[config.mk]
export PLATFORM = sky130hd
export DESIGN_NAME = pc_fetch_unit
export DESIGN_NICKNAME = d
export VERILOG_FILES = /design/src/rtl/pc_fetch_unit.sv
export SDC_FILE = /design/constraint.sdc
export NUM_CORES = 1
export LEC_CHECK = 0
export BUFFER_PORTS_ARGS = -buffer_cell sky130_fd_sc_hd__buf_2
export CAP_MARGIN = 20
export CORE_MARGIN = 10
export CORE_UTILIZATION = 40
export CTS_CLUSTER_SIZE = 10
export DETAILED_ROUTE_END_ITERATION = 10
export GPL_ROUTABILITY_DRIVEN = 0
export PLACE_DENSITY_LB_ADDON = 0.12
export RECOVER_POWER = 50
export SLEW_MARGIN = 15
export SYNTH_ARGS = -nofsm -noshare
export SYNTH_HDL_FRONTEND = slang
export SYNTH_SLANG_ARGS = --single-unit
[constraint.sdc]
create_clock -name pc_clk -period 2.75 [get_ports pc_clk]
set_clock_uncertainty 0.05 [all_clocks]
set_input_delay 0.1375 -clock pc_clk [delete_from_list [all_inputs] [get_ports pc_clk]]
set_output_delay 0.1375 -clock pc_clk [all_outputs]
set_load 0.005 [all_outputs]
[src/rtl/pc_fetch_unit.sv]
// pc_fetch_unit: program counter and instruction-fetch sequencer.
// Owns the PC, fetches over a req/gnt/rvalid handshake and holds one instruction for the controller.
module pc_fetch_unit #(
  parameter int unsigned      XLEN         = 32,
  parameter logic [XLEN-1:0]  RESET_VECTOR = {XLEN{1'b0}},
  parameter logic [XLEN-1:0]  TRAP_VECTOR  = XLEN'(32'h0000_0100),
  parameter int unsigned      INSTR_BYTES  = 4,
  parameter int unsigned      CNT_W        = 32
) (
  input  logic             pc_clk,
  input  logic             reset,
  input  logic             pc_update,
  input  logic [1:0]       pc_src,
  input  logic [XLEN-1:0]  imm,
  input  logic [XLEN-1:0]  target,
  input  logic             flush_valid,
  input  logic [XLEN-1:0]  flush_target,
  output logic             imem_req,
  output logic [XLEN-1:0]  imem_addr,
  input  logic             imem_gnt,
  input  logic             imem_rvalid,
  input  logic [XLEN-1:0]  imem_rdata,
  output logic             instr_valid,
  output logic [XLEN-1:0]  instr,
  output logic [XLEN-1:0]  instr_pc,
  output logic             misalign_exc,
  output logic [XLEN-1:0]  epc,
  output logic [CNT_W-1:0] instret
);

  typedef enum logic [2:0] {
    ST_IDLE  = 3'd0,
    ST_REQ   = 3'd1,
    ST_WAIT  = 3'd2,
    ST_HOLD  = 3'd3,
    ST_DRAIN = 3'd4
  } state_e;

  localparam logic [XLEN-1:0]  STEP       = XLEN'(INSTR_BYTES);
  localparam logic [XLEN-1:0]  ALIGN_MASK = XLEN'(INSTR_BYTES - 1);
  localparam logic [XLEN-1:0]  BIT0_CLR   = {{(XLEN-1){1'b1}}, 1'b0};
  localparam logic [CNT_W-1:0] CNT_ONE    = {{(CNT_W-1){1'b0}}, 1'b1};

  state_e            state_r;
  logic [XLEN-1:0]   pc_r;
  logic              imem_req_r;
  logic              instr_valid_r;
  logic [XLEN-1:0]   instr_r;
  logic [XLEN-1:0]   instr_pc_r;
  logic              misalign_exc_r;
  logic [XLEN-1:0]   epc_r;
  logic [CNT_W-1:0]  instret_r;
  logic [XLEN-1:0]   npc_s;
  logic              npc_misaligned_s;

  function automatic logic is_misaligned(input logic [XLEN-1:0] addr);
    return (addr & ALIGN_MASK) != {XLEN{1'b0}};
  endfunction

  // Arithmetic wraps modulo 2^XLEN by construction.
  function automatic logic [XLEN-1:0] next_pc(
    input logic [1:0]      src,
    input logic [XLEN-1:0] base,
    input logic [XLEN-1:0] offs,
    input logic [XLEN-1:0] abs_tgt
  );
    logic [XLEN-1:0] res;
    case (src)
      2'b00:   res = base + STEP;
      2'b01:   res = base + offs;
      2'b10:   res = abs_tgt & BIT0_CLR;
      2'b11:   res = TRAP_VECTOR;
      default: res = TRAP_VECTOR;
    endcase
    return res;
  endfunction

  // Candidate next PC relative to the held instruction, plus its alignment check.
  always_comb begin
    npc_s            = next_pc(pc_src, instr_pc_r, imm, target);
    npc_misaligned_s = is_misaligned(npc_s);
  end

  // Fetch FSM; flush has priority over every other event once out of IDLE.
  always_ff @(posedge pc_clk) begin
    if (!reset) begin
      state_r        <= ST_IDLE;
      pc_r           <= RESET_VECTOR;
      imem_req_r     <= 1'b0;
      instr_valid_r  <= 1'b0;
      instr_r        <= {XLEN{1'b0}};
      instr_pc_r     <= {XLEN{1'b0}};
      misalign_exc_r <= 1'b0;
      epc_r          <= {XLEN{1'b0}};
      instret_r      <= {CNT_W{1'b0}};
    end else begin
      misalign_exc_r <= 1'b0;
      case (state_r)
        ST_IDLE: begin
          state_r    <= ST_REQ;
          imem_req_r <= 1'b1;
        end
        ST_REQ: begin
          if (flush_valid) begin
            pc_r          <= flush_target;
            instr_valid_r <= 1'b0;
            // A granted request still owes us a response, so it must be drained.
            if (imem_gnt) begin
              state_r    <= ST_DRAIN;
              imem_req_r <= 1'b0;
            end else begin
              state_r    <= ST_REQ;
              imem_req_r <= 1'b1;
            end
          end else if (imem_gnt) begin
            state_r    <= ST_WAIT;
            imem_req_r <= 1'b0;
          end
        end
        ST_WAIT: begin
          if (flush_valid) begin
            pc_r          <= flush_target;
            instr_valid_r <= 1'b0;
            if (imem_rvalid) begin
              state_r    <= ST_REQ;
              imem_req_r <= 1'b1;
            end else begin
              state_r    <= ST_DRAIN;
              imem_req_r <= 1'b0;
            end
          end else if (imem_rvalid) begin
            instr_r       <= imem_rdata;
            instr_pc_r    <= pc_r;
            instr_valid_r <= 1'b1;
            state_r       <= ST_HOLD;
          end
        end
        ST_HOLD: begin
          if (flush_valid) begin
            pc_r          <= flush_target;
            instr_valid_r <= 1'b0;
            state_r       <= ST_REQ;
            imem_req_r    <= 1'b1;
          end else if (pc_update) begin
            instret_r     <= instret_r + CNT_ONE;
            instr_valid_r <= 1'b0;
            state_r       <= ST_REQ;
            imem_req_r    <= 1'b1;
            if (npc_misaligned_s) begin
              pc_r           <= TRAP_VECTOR;
              epc_r          <= npc_s;
              misalign_exc_r <= 1'b1;
            end else begin
              pc_r <= npc_s;
            end
          end
        end
        ST_DRAIN: begin
          if (flush_valid) begin
            pc_r          <= flush_target;
            instr_valid_r <= 1'b0;
          end else if (imem_rvalid) begin
            state_r    <= ST_REQ;
            imem_req_r <= 1'b1;
          end
        end
        default: begin
          state_r       <= ST_IDLE;
          imem_req_r    <= 1'b0;
          instr_valid_r <= 1'b0;
        end
      endcase
    end
  end

  assign imem_req     = imem_req_r;
  assign imem_addr    = pc_r;
  assign instr_valid  = instr_valid_r;
  assign instr        = instr_r;
  assign instr_pc     = instr_pc_r;
  assign misalign_exc = misalign_exc_r;
  assign epc          = epc_r;
  assign instret      = instret_r;

endmodule

After elaboration in Yosys (flattened, before gate mapping)
Cells that the tools add are included.
- output and inout port bits: 163
- register bits: 166
- input bits: 136
- logic and storage cells: 79
- multiplexer cells: 33
- add/sub/neg operators: 3
- bitwise gates (word level): 5
- eq/ne operators: 15
- reduce and logical (&&, ||, !) cells: 14
- operator list (kind ; number):
    two-way mux 32 bit ; 4
    case mux 32 bit (4 select lines) ; 1
    case mux 32 bit (2 select lines) ; 1
    adder 32 x 1 -> 32 bit (second input constant) ; 1
    adder 32 x 3 -> 32 bit (second input constant) ; 1
    adder 32 bit ; 1
    nonzero test 32 bit ; 1
    two-way mux 3 bit ; 10
    case mux 3 bit (5 select lines) ; 1
    two-way mux 1 bit ; 14
    AND reduction 5 bit ; 2
    inequality test 3 bit (second input constant) ; 3
    AND reduction 3 bit ; 3
    AND reduction 4 bit ; 2
    == test 3 x 2 -> 1 bit (second input constant) ; 2
    inequality test 2 bit (second input constant) ; 3
    inverter 1 bit ; 5
    case mux 1 bit (5 select lines) ; 1
    == test 2 bit (second input constant) ; 2
    inequality test 2 x 1 -> 1 bit (second input constant) ; 2
    case mux 1 bit (4 select lines) ; 1
    OR reduction 4 bit ; 1
    == test 3 x 1 -> 1 bit (second input constant) ; 1
    == test 3 bit (second input constant) ; 1
    other kinds (6) ; 6

Logic depth before layout (Yosys ltp)
Gate-level depths: netlist (run 1).
- depth in word-level cells: 7
- gate-level depth with buffers: 12

Worst setup path after synthesis (run 1)
Ideal clock, no wire load.
- path kind: register to register
- from: reg instr_pc_r[0], in the netlist instr_pc[0]
- to: reg epc_r[28], in the netlist epc[28]
- slack: -287 ps
- arrival: 2854 ps
- setup time: 133 ps
- cell stages (with the launch flop): 13
- path buffers: 0
- cell sequence: dfxtp_1 > ha_1 > inv_1 > fa_1 > and2b_1 > o211ai_1 > a2111oi_0 > o2111a_1 > nor3_1 > o41ai_1 > xor2_1 > a221oi_1 > a21oi_1
- longest elaborated chain between the ends: 4
- elaborated cells on any way between the ends: 5
- RTL lines (item ; line ; source):
    start: declaration ; 49 ; logic [XLEN-1:0] instr_pc_r;
    start signal: assignment ; 92 ; instr_pc_r <= {XLEN{1'b0}};
    start signal: assignment ; 133 ; instr_pc_r <= pc_r;
    adder 32 bit or adder 32 x 3 -> 32 bit (tied branches) ; 70, 69 ;
    case mux 32 bit (4 select lines) (*) ; 68 ; case (src)
    nonzero test 32 bit ; 57 ; return (addr & ALIGN_MASK) != {XLEN{1'b0}};
    AND reduction 4 bit (no source line) ; n/a ;
    end signal: assignment ; 94 ; epc_r <= {XLEN{1'b0}};
    end signal: assignment ; 151 ; epc_r <= npc_s;
    end: declaration ; 51 ; logic [XLEN-1:0] epc_r;
Every way passes the cells marked *; elsewhere a longest branch is shown, timed or not.
A chain may end at the register's enable or synchronous reset.

Worst setup path in the final report (run 1)
- from: reg instr_pc_r[0], in the netlist instr_pc[0]
- to: reg epc_r[30], in the netlist epc[30]
The elaborated chain is that of the path after synthesis.

==> run metrics, run 1 <==
run status complete, but fails checks; violations in the final reports setup timing; end of the critical path epc[30]$_SDFFE_PN0P_; Seq pwr share between 40% and 50%; pwr/cell area 446.6 nW/µm²; launch point of the critical path instr_pc[0]$_SDFFE_PN0P_; total wire length between 30000 and 40000 µm; flops & latches, synth 166; RSZ-0062 raised after global routing yes; post-synth top area cell sky130_fd_sc_hd__dfxtp_1; dominant cells by area after synthesis sky130_fd_sc_hd__dfxtp_1, sky130_fd_sc_hd__nand2_1, sky130_fd_sc_hd__a21oi_1; critical path startpoint category flip-flop; worst min-delay path category in2reg; cell count after synthesis about 1200; setup violation total in the final timing report 21; global router's overall resource usage around a quarter; clock tree from TritonCTS built; final number of hold-violating endpoints 0; headroom to the max-slew limit 45.78%; cells on worst reg2reg path 14; Synth Cell Area 9145 µm²; R2R Path Start instr_pc[0]$_SDFFE_PN0P_; Worst Path Arrival 3.24 ns; global route overflow 0; Logic pwr share 15.3%; Max Clk Rate roughly 0.34 GHz; switching share of power 29.86%; Die X around 170 µm; CTS clk-pin slew, worst paths 0.07 ns; violation count after the first detailed-route iteration 790; routed via count divided by cell count 5.427; worst reg2reg endpoint epc[30]$_SDFFE_PN0P_; number of synthesized flops with an enable pin 0; routed wire length per instance 19.85 µm; fin worst setup slack -0.1962 ns; Least-Margin Pin Slew between 0.8 and 0.9 ns; fraction of synthesized cell area taken by the top area cell type between 30% and 40%; Area Growth Syn to Fin 42.91%; starting density of the core 40.52%; share of total power in the clock network 41.3%; count of distinct cell types in the synthesized netlist 76; shortest period the worst path allows 2.946 ns; # fillers 2208; number of levels the H-tree was split into 4; number of port buffers 297; die outline height between 150 and 200 µm; post-detailed-placement half-perimeter wirelength 28580 µm; pin count of the biggest net entering global routing 65; cell leakage power 0.005325 µW; data required time of the worst path 3.05 ns; clock sinks 166; Via Count 10360; Post-Syn Area per Cell 7.730 µm²; Finished Core Util 57.90%; number of core rows 55; fraction of final layout cells sized beyond drive strength 1 23.69%; via count of the first global-routing pass roughly 10000; number of nets still failing antenna checks after routing 0; Worst Setup End Kind flip-flop; Residual DRC 0; number of maximum-capacitance constraint violations 0; total of warnings raised by yosys 0; number of antenna violations at the first check in global routing 2; cell at the root of the clock tree sky130_fd_sc_hd__clkbuf_16; worst skew pair latency 0.42 ns; reported net switching power 1743 µW; number of clock buffers inserted by TritonCTS 17; post-synthesis async set-or-reset flop share 0%; internal cell power roughly 4100 µW; CP Max Fanout 3; wire length of the first global-routing pass 57110 µm; final max-slew violation count 0; ys flop type sky130_fd_sc_hd__dfxtp_1; largest voltage drop on the vdd net around 0.35 mV; Top Ports 299; sequential-to-total area share from yosys stat 36.34%; Post-Synthesis Net Count about 1400; TritonRoute pass-1 iters 6; internal reg-to-reg setup slack -0.20 ns; # nets final approximately 1800; type of the worst setup path reg2reg; period utilization 107.1%; die area between 20000 and 30000 µm²; post-placement worst setup slack -0.2181 ns; CORE AREA 22570 µm²; maximum number of buffers from clock root to sink 2
area by class of cell:
class | instances | area, µm² | area share, %
Antenna cell | 2 | 5.005 | 0.03830
Tap cell | 285 | 356.6 | 2.729
Clock inverter | 14 | 152.6 | 1.168
Inverter | 17 | 66.31 | 0.5074
Sequential cell | 166 | 3328 | 25.47
Multi-Input combinational cell | 928 | 5859 | 44.83
Clock buffer | 18 | 439.2 | 3.360
Timing Repair Buffer | 478 | 2861 | 21.90
kinds of logic after synthesis:
| logic type | count (synthesis) | synth area share [%] |
|---|---|---|
| AOI/OAI and AO/OA | 343 | 23.38 |
| xor gates and xnor gates | 83 | 7.949 |
| adders and majority gates | 34 | 4.734 |
| buffers and inverters | 89 | 3.954 |
| DFF | 166 | 36.34 |
| muxes | 15 | 1.642 |
| and+or+nand+nor | 453 | 22.00 |
worst min path at each step:
stage | start | to | slack (ns) | depth (start not counted)
after floorplan | pc_update | state_r[1]$_SDFFE_PN0P_ | 0.20 | 1
after global placement | pc_update | state_r[1]$_SDFFE_PN0P_ | 0.31 | 2
after detailed placement | pc_update | state_r[1]$_SDFFE_PN0P_ | 0.31 | 2
after CTS | target[12] | imem_addr[12]$_SDFFE_PN0P_ | 0.02 | 3
final | flush_target[26] | imem_addr[26]$_SDFFE_PN0P_ | 0.002 | 3
after global routing | target[24] | imem_addr[24]$_SDFFE_PN0P_ | 0.03 | 3
per-stage QoR:
stage | setup TNS (ns) | total power [µW] | std cells | hold WS [ns] | area (µm²)
floorplan | 0 | 2963 | 1183 | 0.2036 | 9184
global placement | -1.825 | 3359 | 1805 | 0.3110 | 11630
detailed placement | -2.487 | 3359 | 1805 | 0.3099 | 11630
CTS | -1.409 | 5861 | 1902 | 0.02005 | 13030
global route | -4.959 | 6053 | 1907 | 0.02969 | 13070
finish | -2.148 | 5837 | 1908 | 0.002238 | 13070
worst max-delay path, cell delays in order (launching register included):
cell and delay, ns:
sky130_fd_sc_hd__dfxtp_2 0.34, sky130_fd_sc_hd__ha_4 0.15, sky130_fd_sc_hd__inv_2 0.05, sky130_fd_sc_hd__fa_2 0.18, sky130_fd_sc_hd__and2b_1 0.18, sky130_fd_sc_hd__o211ai_1 0.35
sky130_fd_sc_hd__buf_4 0.20, sky130_fd_sc_hd__a21boi_4 0.06, sky130_fd_sc_hd__o22ai_4 0.19, sky130_fd_sc_hd__o21ai_1 0.12, sky130_fd_sc_hd__buf_4 0.17, sky130_fd_sc_hd__a211oi_4 0.24
sky130_fd_sc_hd__xor2_1 0.09, sky130_fd_sc_hd__a221o_1 0.34, sky130_fd_sc_hd__o22ai_1 0.17
flip-flops by register name, indices dropped and copies added (netlist names):
| register | cells |
|---|---|
| misalign_exc | 1 |
| imem_req | 1 |
| instr_pc | 32 |
| epc | 32 |
| instret | 32 |
| state_r | 3 |
| instr | 32 |
| imem_addr | 32 |
| instr_valid | 1 |
layout by cell type, fill, tap and decap left out, types with 27 or more instances in the layout:
cell type and n:
sky130_fd_sc_hd__dfxtp_1 162, sky130_fd_sc_hd__a21oi_1 140, sky130_fd_sc_hd__nand3_1 30, sky130_fd_sc_hd__xor2_1 47
sky130_fd_sc_hd__nand2_1 207, sky130_fd_sc_hd__buf_2 170, sky130_fd_sc_hd__clkbuf_1 138, sky130_fd_sc_hd__ha_1 27
sky130_fd_sc_hd__buf_4 98, sky130_fd_sc_hd__o21ai_0 51, sky130_fd_sc_hd__xnor2_1 36, sky130_fd_sc_hd__dlygate4sd3_1 64
sky130_fd_sc_hd__nor2_1 124
cell usage after synthesis, types with 6 or more instances:
| cell type | n |
|---|---|
| sky130_fd_sc_hd__o21a_1 | 7 |
| sky130_fd_sc_hd__and4_1 | 6 |
| sky130_fd_sc_hd__a22oi_1 | 14 |
| sky130_fd_sc_hd__nand4_1 | 23 |
| sky130_fd_sc_hd__mux2i_1 | 15 |
| sky130_fd_sc_hd__and3_1 | 11 |
| sky130_fd_sc_hd__a31oi_1 | 6 |
| sky130_fd_sc_hd__a21o_1 | 22 |
| sky130_fd_sc_hd__dfxtp_1 | 166 |
| sky130_fd_sc_hd__nand2_1 | 208 |
| sky130_fd_sc_hd__buf_4 | 6 |
| sky130_fd_sc_hd__a211oi_1 | 19 |
| sky130_fd_sc_hd__a21oi_1 | 148 |
| sky130_fd_sc_hd__xnor2_1 | 36 |
| sky130_fd_sc_hd__inv_1 | 17 |
| sky130_fd_sc_hd__o21ai_0 | 64 |
| sky130_fd_sc_hd__nor2_1 | 124 |
| sky130_fd_sc_hd__ha_1 | 33 |
| sky130_fd_sc_hd__nand3_1 | 30 |
| sky130_fd_sc_hd__clkbuf_1 | 61 |
| sky130_fd_sc_hd__a221oi_1 | 9 |
| sky130_fd_sc_hd__xor2_1 | 47 |
| sky130_fd_sc_hd__or3_1 | 7 |
| sky130_fd_sc_hd__nor3_1 | 13 |
timing repair:
action | CTS | global route
pin swaps | 26 | 52
endpoints found under the hold margin | 63 | 0
buffers inserted | 2 | 6
setup endpoints to repair | 25 | 39
hold buffers | 64 | 0
gates resized for setup | 32 | 48
power by group through the flow:
stage          registers [µW]  logic [µW]  clock network, µW
2_1_floorplan            2570         394                  0
3_3_place_gp             2580         775                  0
3_5_place_dp             2580         776                  0
4_1_cts                  2530         872               2460
5_1_grt                  2540         969               2550
6_report                 2530         893               2410
layer usage:
| metal | GRT usage [%] | up-vias | routed length [µm] |
|---|---|---|---|
| li1 | - | 5019 | - |
| met1 | 32.45 | 4848 | 16070 |
| met2 | 38.48 | 448 | 17140 |
| met3 | 8.457 | 40 | 4106 |
| met4 | 4.726 | 0 | 552 |
| met5 | 0 | - | 0 |
Note: power is estimated with default switching activity, not from simulation.
==> inputs of run 2 (changes only) <==
--- a/config.mk
+++ b/config.mk
@@ -10,3 +10,3 @@
 export CORE_MARGIN = 10
-export CORE_UTILIZATION = 40
+export CORE_UTILIZATION = 35
 export CTS_CLUSTER_SIZE = 10
@@ -14,2 +14,3 @@
 export GPL_ROUTABILITY_DRIVEN = 0
+export GPL_TIMING_DRIVEN = 0
 export PLACE_DENSITY_LB_ADDON = 0.12
--- a/constraint.sdc
+++ b/constraint.sdc
@@ -4,2 +4,2 @@
 set_output_delay 0.1375 -clock pc_clk [all_outputs]
-set_load 0.005 [all_outputs]
+set_load 0.01 [all_outputs]
==> run 2 against run 1 <==
Net effect: the flow still finishes with violations (setup timing); sequential cell count unchanged; sequential power about the same; first-iteration DRC count decreased by 9.5%; power decreased by 1.7%; clock-buffer cell count increased by 3.
==> run metrics, run 2 (synthesized netlist as in run 1, its figures left out) <==
RSZ-0062 raised after global routing yes; number of antenna violations at the first check in global routing 5; via count of the first global-routing pass 9787; Residual DRC 0; Worst Setup End Kind flip-flop; critical path's top delay family compound AO/OA/AOI/OAI gates; number of buffer and inverter stages on the critical path 2; headroom to the max-slew limit a little under half; number of port buffers 295; violation count after the first detailed-route iteration 715; Worst Path Arrival 3.51 ns; final number of hold-violating endpoints 0; fin worst setup slack -0.4600 ns; shortest period the worst path allows 3.210 ns; worst skew pair latency between 0.4 and 0.5 ns; number of core rows 59; global route overflow 0; wire length of the first global-routing pass between 50000 and 60000 µm; run status complete, but fails checks; number of nets still failing antenna checks after routing 0; pin count of the biggest net entering global routing 17; Die X 181.6 µm; # nets final 1764; Via Count 10100; die area 32990 µm²; total wire length 37760 µm; CTS clk-pin slew, worst paths 0.06 ns; pwr/cell area 440.9 nW/µm²; non-filler instance count after layout 1944; clock tree from TritonCTS built; cell-by-cell listing of the critical path ha_4, inv_2, fa_2, and2b_1, o211ai_1, a2111oi_4, o2111a_2, nor3_4, o41ai_2, xor2_1, a221oi_2, buf_4, a21oi_2; number of levels the H-tree was split into 4; number of clock buffers inserted by TritonCTS 17; # fillers 2601; total instance count after detailed placement 1813; post-detailed-placement half-perimeter wirelength 29170 µm; Least-Margin Pin Slew 0.7858 ns; Top Ports 299; setup violation total in the final timing report 34; Pwr Total 5736 µW; post-placement worst setup slack -0.8024 ns; type of the worst setup path reg2reg; global router's overall resource usage a little over a fifth; worst min-delay path category in2reg; clock sinks 166; final max-slew violation count 0; data required time of the worst path 3.05 ns; most common cell after layout, fill and taps aside sky130_fd_sc_hd__nand2_1; number of maximum-capacitance constraint violations 0; violations in the final reports setup timing; cell at the root of the clock tree sky130_fd_sc_hd__clkbuf_16; leading cell types in the layout, fill and taps excluded sky130_fd_sc_hd__nand2_1, sky130_fd_sc_hd__clkbuf_1, sky130_fd_sc_hd__buf_2; cell leakage power 0.005111 µW; Slowest Stage Delay on Critical Path 0.47 ns; critical path startpoint category flip-flop; maximum number of buffers from clock root to sink 2; period utilization 116.7%; routed via count divided by cell count 5.196; internal reg-to-reg setup slack -0.46 ns; fraction of final layout cells sized beyond drive strength 1 21.56%; final-layout worst hold slack 0.009423 ns; Area Growth Syn to Fin 42.26%; largest voltage drop on the vdd net 0.3606 mV; CORE AREA 25910 µm²; routed wire length per instance slightly below 20 µm; TritonRoute pass-1 iters 6; starting density of the core 35.29%; Max stage delay cell, worst path sky130_fd_sc_hd__a2111oi_4; die outline height 181.6 µm; CP Max Fanout 3; Max Clk Rate 0.3115 GHz
## run 2: cell count changes in the layout (fill, tap and decap cells not counted), moves of 4 or more
cell,previous run,this run
sky130_fd_sc_hd__a21oi_2,8,15
sky130_fd_sc_hd__clkinv_2,0,4
sky130_fd_sc_hd__ha_2,2,6
sky130_fd_sc_hd__a21oi_1,140,132
sky130_fd_sc_hd__ha_1,27,22
sky130_fd_sc_hd__buf_4,98,36
sky130_fd_sc_hd__clkbuf_1,138,184
sky130_fd_sc_hd__inv_8,6,0
## run 2: area by class of cell
type	count	area (µm²)	area share, %
inverter	17	63.81	0.4905
clock buffer	21	440.4	3.385
sequential	166	3337	25.65
antenna	4	10.01	0.07694
timing repair buffer	399	2287	17.58
buffer	65	296.5	2.279
multi-input combinational	928	6050	46.50
clock inverter	9	106.4	0.8175
tap	335	419.2	3.222
## run 2: tightest hold or removal path, stage by stage
cell                       delay, ns
sky130_fd_sc_hd__buf_2          0.09
sky130_fd_sc_hd__o221ai_2       0.10
sky130_fd_sc_hd__a21oi_1        0.11
## run 2: per-stage QoR
step           setup TNS, ns  util, %  instance area (µm²)
3_5_place_dp          -19.93    42.77                11080
6_report              -5.949    50.21                13010
2_1_floorplan              0        -                 9186
4_1_cts               -5.609    49.04                12710
5_1_grt               -10.96    50.20                13010
3_3_place_gp          -19.33    42.77                11080
## run 2: where the power goes
part / switching, µW / internal [µW]
sequential: 65.5 / 2470
clock: 952 / 1320
combinational: 554 / 373
total: 1570 / 4160
## run 2: timing repair
item,CTS,global route
endpoints found under the hold margin,63,1
hold buffers,66,1
pin swaps,25,35
setup endpoints to repair,52,59
gates cloned,0,0
buffers inserted,14,25
resized for setup,72,89
## run 2: worst paths after layout
path | start | to | cells after the start
setup reg to reg | instr_pc[0]$_SDFFE_PN0P_ | epc[28]$_SDFFE_PN0P_ | 13
setup / recovery | instr_pc[0]$_SDFFE_PN0P_ | epc[28]$_SDFFE_PN0P_ | 13
hold reg to reg | instr[9]$_SDFFE_PN0P_ | instr[9]$_SDFFE_PN0P_ | 2
hold / removal | flush_target[8] | imem_addr[8]$_SDFFE_PN0P_ | 3
## run 2: routing by layer
layer / vias to the layer above / part of all wire, % / track usage, %
li1: 5007 / - / -
met1: 4729 / 43 / 26.65
met2: 325 / 47 / 35.44
met3: 38 / 7.6 / 6.501
met4: 2 / 1.9 / 5.923
met5: - / 0.029 / 0
